[config.mk]
export PLATFORM = sky130hd
export DESIGN_NAME = regfile_scoreboard
export DESIGN_NICKNAME = d
export VERILOG_FILES = /design/src/rtl/regfile_scoreboard.sv
export SDC_FILE = /design/constraint.sdc
export NUM_CORES = 1
export LEC_CHECK = 0
export ABC_AREA = 1
export ABC_CLOCK_PERIOD_IN_PS = 10650
export BUFFER_PORTS_ARGS = -buffer_cell sky130_fd_sc_hd__buf_2
export CAP_MARGIN = 20
export CORE_MARGIN = 2
export CORE_UTILIZATION = 45
export DETAILED_ROUTE_END_ITERATION = 16
export GPL_ROUTABILITY_DRIVEN = 1
export PLACE_DENSITY = 0.59
export SKIP_CTS_REPAIR_TIMING = 1
export SLEW_MARGIN = 20
export SYNTH_ARGS = -nofsm -noshare
export SYNTH_HDL_FRONTEND = slang
export SYNTH_SLANG_ARGS = --single-unit
[constraint.sdc]
create_clock -name clk -period 10.65 [get_ports clk]
set_input_delay 2.13 -clock clk [delete_from_list [all_inputs] [get_ports clk]]
set_output_delay 2.13 -clock clk [all_outputs]
set_load 0.005 [all_outputs]
[src/rtl/regfile_scoreboard.sv]
// Register file with busy-bit scoreboard and same-cycle write-back bypass.
// Decode reads two operands combinationally and asks whether an instruction may
// issue; R0 is hard-wired to zero and never tracked.
module regfile_scoreboard #(
  parameter int WIDTH = 16,
  parameter int NREG  = 8,
  parameter int AW    = 3
) (
  input  logic             clk,
  input  logic             clr,
  input  logic             wr_en,
  input  logic [AW-1:0]    wr_addr,
  input  logic [WIDTH-1:0] wr_data,
  input  logic [AW-1:0]    rd_addr_a,
  input  logic [AW-1:0]    rd_addr_b,
  output logic [WIDTH-1:0] rd_data_a,
  output logic [WIDTH-1:0] rd_data_b,
  input  logic             iss_en,
  input  logic [AW-1:0]    iss_dst,
  input  logic             iss_uses_b,
  output logic             stall,
  output logic [NREG-1:0]  busy_vec
);

  logic [WIDTH-1:0] regs [NREG];
  logic [NREG-1:0]  busy;
  logic [NREG-1:0]  busy_nxt;
  logic [NREG-1:0]  wr_hot;
  logic [NREG-1:0]  iss_hot;
  logic [NREG-1:0]  ebusy;
  logic             wr_live;
  logic             iss_ok;

  assign wr_live  = wr_en && (wr_addr != '0);
  assign busy_vec = busy;

  // Decode write-back and issue one-hots, effective busy, stall and next busy.
  always_comb begin
    wr_hot   = '0;
    iss_hot  = '0;
    ebusy    = '0;
    stall    = 1'b0;
    iss_ok   = 1'b0;
    busy_nxt = busy;
    if (wr_live) wr_hot = NREG'(1) << wr_addr;
    if (iss_dst != '0) iss_hot = NREG'(1) << iss_dst;
    // A register retiring this cycle counts as ready; bit 0 never holds busy.
    ebusy    = busy & ~wr_hot;
    ebusy[0] = 1'b0;
    stall    = !clr && iss_en &&
               (ebusy[rd_addr_a] || (iss_uses_b && ebusy[rd_addr_b]) || ebusy[iss_dst]);
    iss_ok   = iss_en && !stall;
    // Issue is applied after the write-back clear so a same-register issue wins.
    busy_nxt = (busy & ~wr_hot) | (iss_ok ? iss_hot : '0);
    busy_nxt[0] = 1'b0;
  end

  // Operand read with write-back bypass; outputs held at zero during reset.
  always_comb begin
    rd_data_a = '0;
    rd_data_b = '0;
    if (!clr) begin
      if (rd_addr_a != '0)
        rd_data_a = (wr_live && (wr_addr == rd_addr_a)) ? wr_data : regs[rd_addr_a];
      if (rd_addr_b != '0)
        rd_data_b = (wr_live && (wr_addr == rd_addr_b)) ? wr_data : regs[rd_addr_b];
    end
  end

  // Register rows: load-enabled storage, cleared asynchronously; R0 is never loaded.
  always_ff @(posedge clk or posedge clr) begin
    if (clr) begin
      for (int i = 0; i < NREG; i++) regs[i] <= '0;
    end else if (wr_live) begin
      regs[wr_addr] <= wr_data;
    end
  end

  // Scoreboard bits: cleared by write-back, set by an accepted issue.
  always_ff @(posedge clk or posedge clr) begin
    if (clr) busy <= '0;
    else     busy <= busy_nxt;
  end

endmodule

==> metrics.md <==
| Metric | Value |
|---|---|
| Status | finished clean |
| Overall die height | 135 um |
| Proportion of total power due to net switching | a little under a third |
| Final hold violation count | 0 |
| Number of setup violations in the final report | 0 |
| Number of clock sinks seen by CTS | approximately 140 |
| Start point of the worst hold path | regs[115]$_DFFE_PP0P_ |
| Sequential group share of total power | between 40% and 50% |
| Register area share after synthesis | between 40% and 50% |
| Initial core utilization | a little under half |
| DPL Wire Length | 14.4 mm |
| Worst-Skew Late Latency | approximately 0.42 ns |
| Number of max-cap violations | 0 |
| Detail Route Antenna Nets | 0 |
| Final critical delay including setup and external delays | ~7 ns |
| Total Die Area | between 0.015 and 0.02 mm^2 |
| Number of DRC markers in iteration 0 | 805 |
| Area growth syn-to-layout | 10.3% |
| Ordered list of cells on the worst path | buf_2 -> buf_4 -> xnor2_1 -> nand3_2 -> a311oi_1 -> buf_2 |
| Worst-case clock skew | roughly 0.0036 ns |
| Library cell with the largest summed area after synthesis | sky130_fd_sc_hd__dfrtp_1 |
| Share of layout cells above drive strength 1 | 12.2% |
| Post-synth EDFFs | 0 |
| Maximum clock rate | about 0.15 GHz |
| Count of unique library cells instantiated by Yosys | 36 |
| I/O pin total | 74 |
| Worst Hold Class | reg -> reg |
| Chip Width | roughly 140 um |
| Internal cell power | between 1 and 1.5 mW |
| Post-Route Hold Slack | 0.374 ns |
| Cells after synthesis | about 1100 |
| Flop and latch count out of synthesis | 135 |
| Wire length of the first global-routing pass | 40.0 mm |
| Critical setup path kind | in -> out |
| CORE AREA | roughly 0.017 mm^2 |
| Most used cell, CP | sky130_fd_sc_hd__buf_2 |
| Power per unit of standard cell area | between 150 and 200 mW/mm^2 |
| Final TNS setup | 0 ns |
| Number of buffers added by the clock tree synthesis step | 17 |
| Launching point of the worst reg2reg path | busy_vec[1]$_DFF_PP0_ |
| Total number of yosys warnings | 0 |
| Mean instance size in the synthesized netlist | between 7 and 8 um^2 |
| Number of global-route vias before repair | around 7100 |
| Most used flip-flop cell after synthesis | sky130_fd_sc_hd__dfrtp_1 |
| Via Count | 7601 |
| Arrival time at the worst endpoint | ~4.7 ns |
| Worst ir drop on vdd | 0.000117 V |
| Data required time of the critical path | 8.52 ns |
| Share of synthesized registers carrying an async set or reset | between 90% and 100% |
| Part of the power in the clock network | a little over a third |
| First-pass DRT Iterations | 6 |
| Routed wirelength normalized by instance count | a little under 20 um |
| Port Buf Inserts | between 70 and 80 |
| Overflow left after global routing | 0 |
| Number of design rule violations left after detail routing | 0 |
| Psw | around 0.47 mW |
| Total Nets Final | roughly 1100 |
| Post-placement cell area | 0.00801 mm^2 |
| Max stage delay on crit path | roughly 0.70 ns |
| Worst slew margin | ~29% |
| Timing startpoint of the critical path | rd_addr_b[0] |
| Final cycle utilization of the critical path | 64.5% |
| Share of power burned in combinational logic | approximately a fifth |
| Slew at the pin closest to its max-slew limit | about 1.1 ns |
| Synthesized area | between 0.007 and 0.008 mm^2 |
| Unrepaired setup endpoints after global routing | no |
| Clock-pin transition on the worst setup and hold timing paths | approximately 0.060 ns |
| Clock root buffer | sky130_fd_sc_hd__clkbuf_16 |
| Startpoint Class | primary input |
| Max Buffers Root-to-Sink | 2 |
| Maximum number of pins on one net before global-route repair | 88 |
| Total routing resource utilization after global routing | between 20 and 30% |
| Max-slew violation total from the final report | 0 |
| Routability congestion estimate | slightly above 0.8 |
| Area of all placed cells without fillers | roughly 0.0086 mm^2 |
| CTS tree | done |
| Fraction of synthesized cell area taken by the top area cell type | between 40% and 50% |
| Diode count | 0 |
| Clock H-tree levels | 4 |
| Synthesized netlist net count | around 1100 |
| Slowest stage cell on the critical path | sky130_fd_sc_hd__nand3_2 |
| Static Leakage | between 4 and 5 nW |
| Via/cell ratio | roughly 5.8 |
| Drt total wl | around 25 mm |
| Most area-consuming cells after synthesis | sky130_fd_sc_hd__dfrtp_1, sky130_fd_sc_hd__nand2_1, sky130_fd_sc_hd__o21ai_0, sky130_fd_sc_hd__a21oi_1, sky130_fd_sc_hd__nand3_1 |
| Standard-cell row count | between 40 and 50 |
| Crit path capture type | output pin |
| Max FO, Critical Path | 87 |
| Initial antenna violation count | 0 |
==> layout by cell type, fill, tap and decap left out, types with 2 or more instances in the layout <==
| cell | instances |
|---|---|
| sky130_fd_sc_hd__a211oi_1 | 7 |
| sky130_fd_sc_hd__a21oi_1 | 134 |
| sky130_fd_sc_hd__a21oi_2 | 2 |
| sky130_fd_sc_hd__a221oi_1 | 18 |
| sky130_fd_sc_hd__a22oi_1 | 9 |
| sky130_fd_sc_hd__a311oi_1 | 8 |
| sky130_fd_sc_hd__a32o_1 | 5 |
| sky130_fd_sc_hd__buf_2 | 72 |
| sky130_fd_sc_hd__buf_4 | 8 |
| sky130_fd_sc_hd__clkbuf_1 | 4 |
| sky130_fd_sc_hd__clkbuf_16 | 17 |
| sky130_fd_sc_hd__clkbuf_8 | 4 |
| sky130_fd_sc_hd__clkinv_2 | 3 |
| sky130_fd_sc_hd__dfrtp_1 | 135 |
| sky130_fd_sc_hd__inv_1 | 49 |
| sky130_fd_sc_hd__inv_2 | 5 |
| sky130_fd_sc_hd__nand2_1 | 291 |
| sky130_fd_sc_hd__nand2_2 | 8 |
| sky130_fd_sc_hd__nand3_1 | 57 |
| sky130_fd_sc_hd__nand3_2 | 2 |
| sky130_fd_sc_hd__nand4_1 | 2 |
| sky130_fd_sc_hd__nor2_1 | 45 |
| sky130_fd_sc_hd__nor2_2 | 2 |
| sky130_fd_sc_hd__nor3_1 | 25 |
| sky130_fd_sc_hd__nor3_2 | 2 |
| sky130_fd_sc_hd__o21ai_0 | 152 |
| sky130_fd_sc_hd__xnor2_1 | 2 |
==> per-layer routing <==
layer / vias to the layer above / wire length [um] / GRT usage [%]
li1: 3592 / - / -
met1: 3655 / 11200 / 39.7
met2: 304 / 11700 / 44.7
met3: 50 / 1700 / 4.94
met4: 0 / 568 / 9.38
met5: - / 0 / 0
==> sequential cells by signal, summed over array words and instances (netlist names) <==
| signal | count |
|---|---|
| busy_vec | 7 |
| regs | 128 |
==> synthesized netlist by cell type (9+ instances only) <==
master / number
sky130_fd_sc_hd__dfrtp_1: 135
sky130_fd_sc_hd__buf_2: 28
sky130_fd_sc_hd__nand2_1: 291
sky130_fd_sc_hd__a22oi_1: 9
sky130_fd_sc_hd__o21ai_0: 152
sky130_fd_sc_hd__inv_1: 51
sky130_fd_sc_hd__clkbuf_1: 55
sky130_fd_sc_hd__a221oi_1: 18
sky130_fd_sc_hd__nor2_1: 45
sky130_fd_sc_hd__nor3_1: 25
sky130_fd_sc_hd__a21oi_1: 134
sky130_fd_sc_hd__nand3_1: 57
==> final timing paths <==
| kind | to | slack [ns] | depth (start not counted) |
|---|---|---|---|
| worst max register to register | busy_vec[2]$_DFF_PP0_ | 9.26 | 9 |
| worst min-delay path | regs[115]$_DFFE_PP0P_ | 0.37 | 0 |
| max in group asynchronous | regs[12]$_DFFE_PP0P_ | 7.51 | 3 |
| worst max-delay path | rd_data_b[15] | 3.78 | 6 |
| worst min register to register | regs[115]$_DFFE_PP0P_ | 0.37 | 0 |
| min in group asynchronous | busy_vec[5]$_DFF_PP0_ | 1.87 | 2 |
==> critical path: cells and delay by family <==
family | cells | cell delay, ns
AO/OA/AOI/OAI | 1 | 0.67
buffers and inverters | 3 | 0.97
AND/OR/NAND/NOR | 1 | 0.70
XOR/XNOR | 1 | 0.21
==> power groups by stage <==
stage / clock network, mW / logic, mW / registers, mW
2_1_floorplan: 0 / 0.212 / 0.658
3_3_place_gp: 0 / 0.287 / 0.678
3_5_place_dp: 0 / 0.292 / 0.676
4_1_cts: 0.560 / 0.293 / 0.670
5_1_grt: 0.583 / 0.337 / 0.683
6_report: 0.555 / 0.293 / 0.672
==> final cells by class <==
cell class | instances | area (um^2)
Fill cell | 1680 | 8150
Multi-Input combinational cell | 779 | 3720
Sequential cell | 135 | 3380
Clock buffer | 25 | 495
Timing Repair Buffer | 80 | 420
Tap cell | 220 | 275
Inverter | 57 | 221
Clock inverter | 4 | 45.0
==> per-stage QoR <==
step / setup slack, ns / std cells / total power, mW / util [%]
after detailed placement: 3.84 / 1271 / 0.969 / 48.0
after global routing: 3.70 / 1300 / 1.60 / 51.2
final: 3.78 / 1300 / 1.52 / 51.2
after CTS: 3.84 / 1300 / 1.52 / 51.2
after floorplan: 2.34 / 1066 / 0.870 / -
after global placement: 3.87 / 1271 / 0.964 / 48.0
==> cell families after synthesis <==
| kind of cell | Yosys count | synth area share, % |
|---|---|---|
| other | 1 | 0.0484 |
| AOI/OAI and AO/OA | 337 | 24.0 |
| buffers and inverters | 152 | 8.47 |
| and+or+nand+nor | 438 | 23.5 |
| DFF | 135 | 43.6 |
| xor gates and xnor gates | 3 | 0.339 |
(Power assumes the default switching activity.)
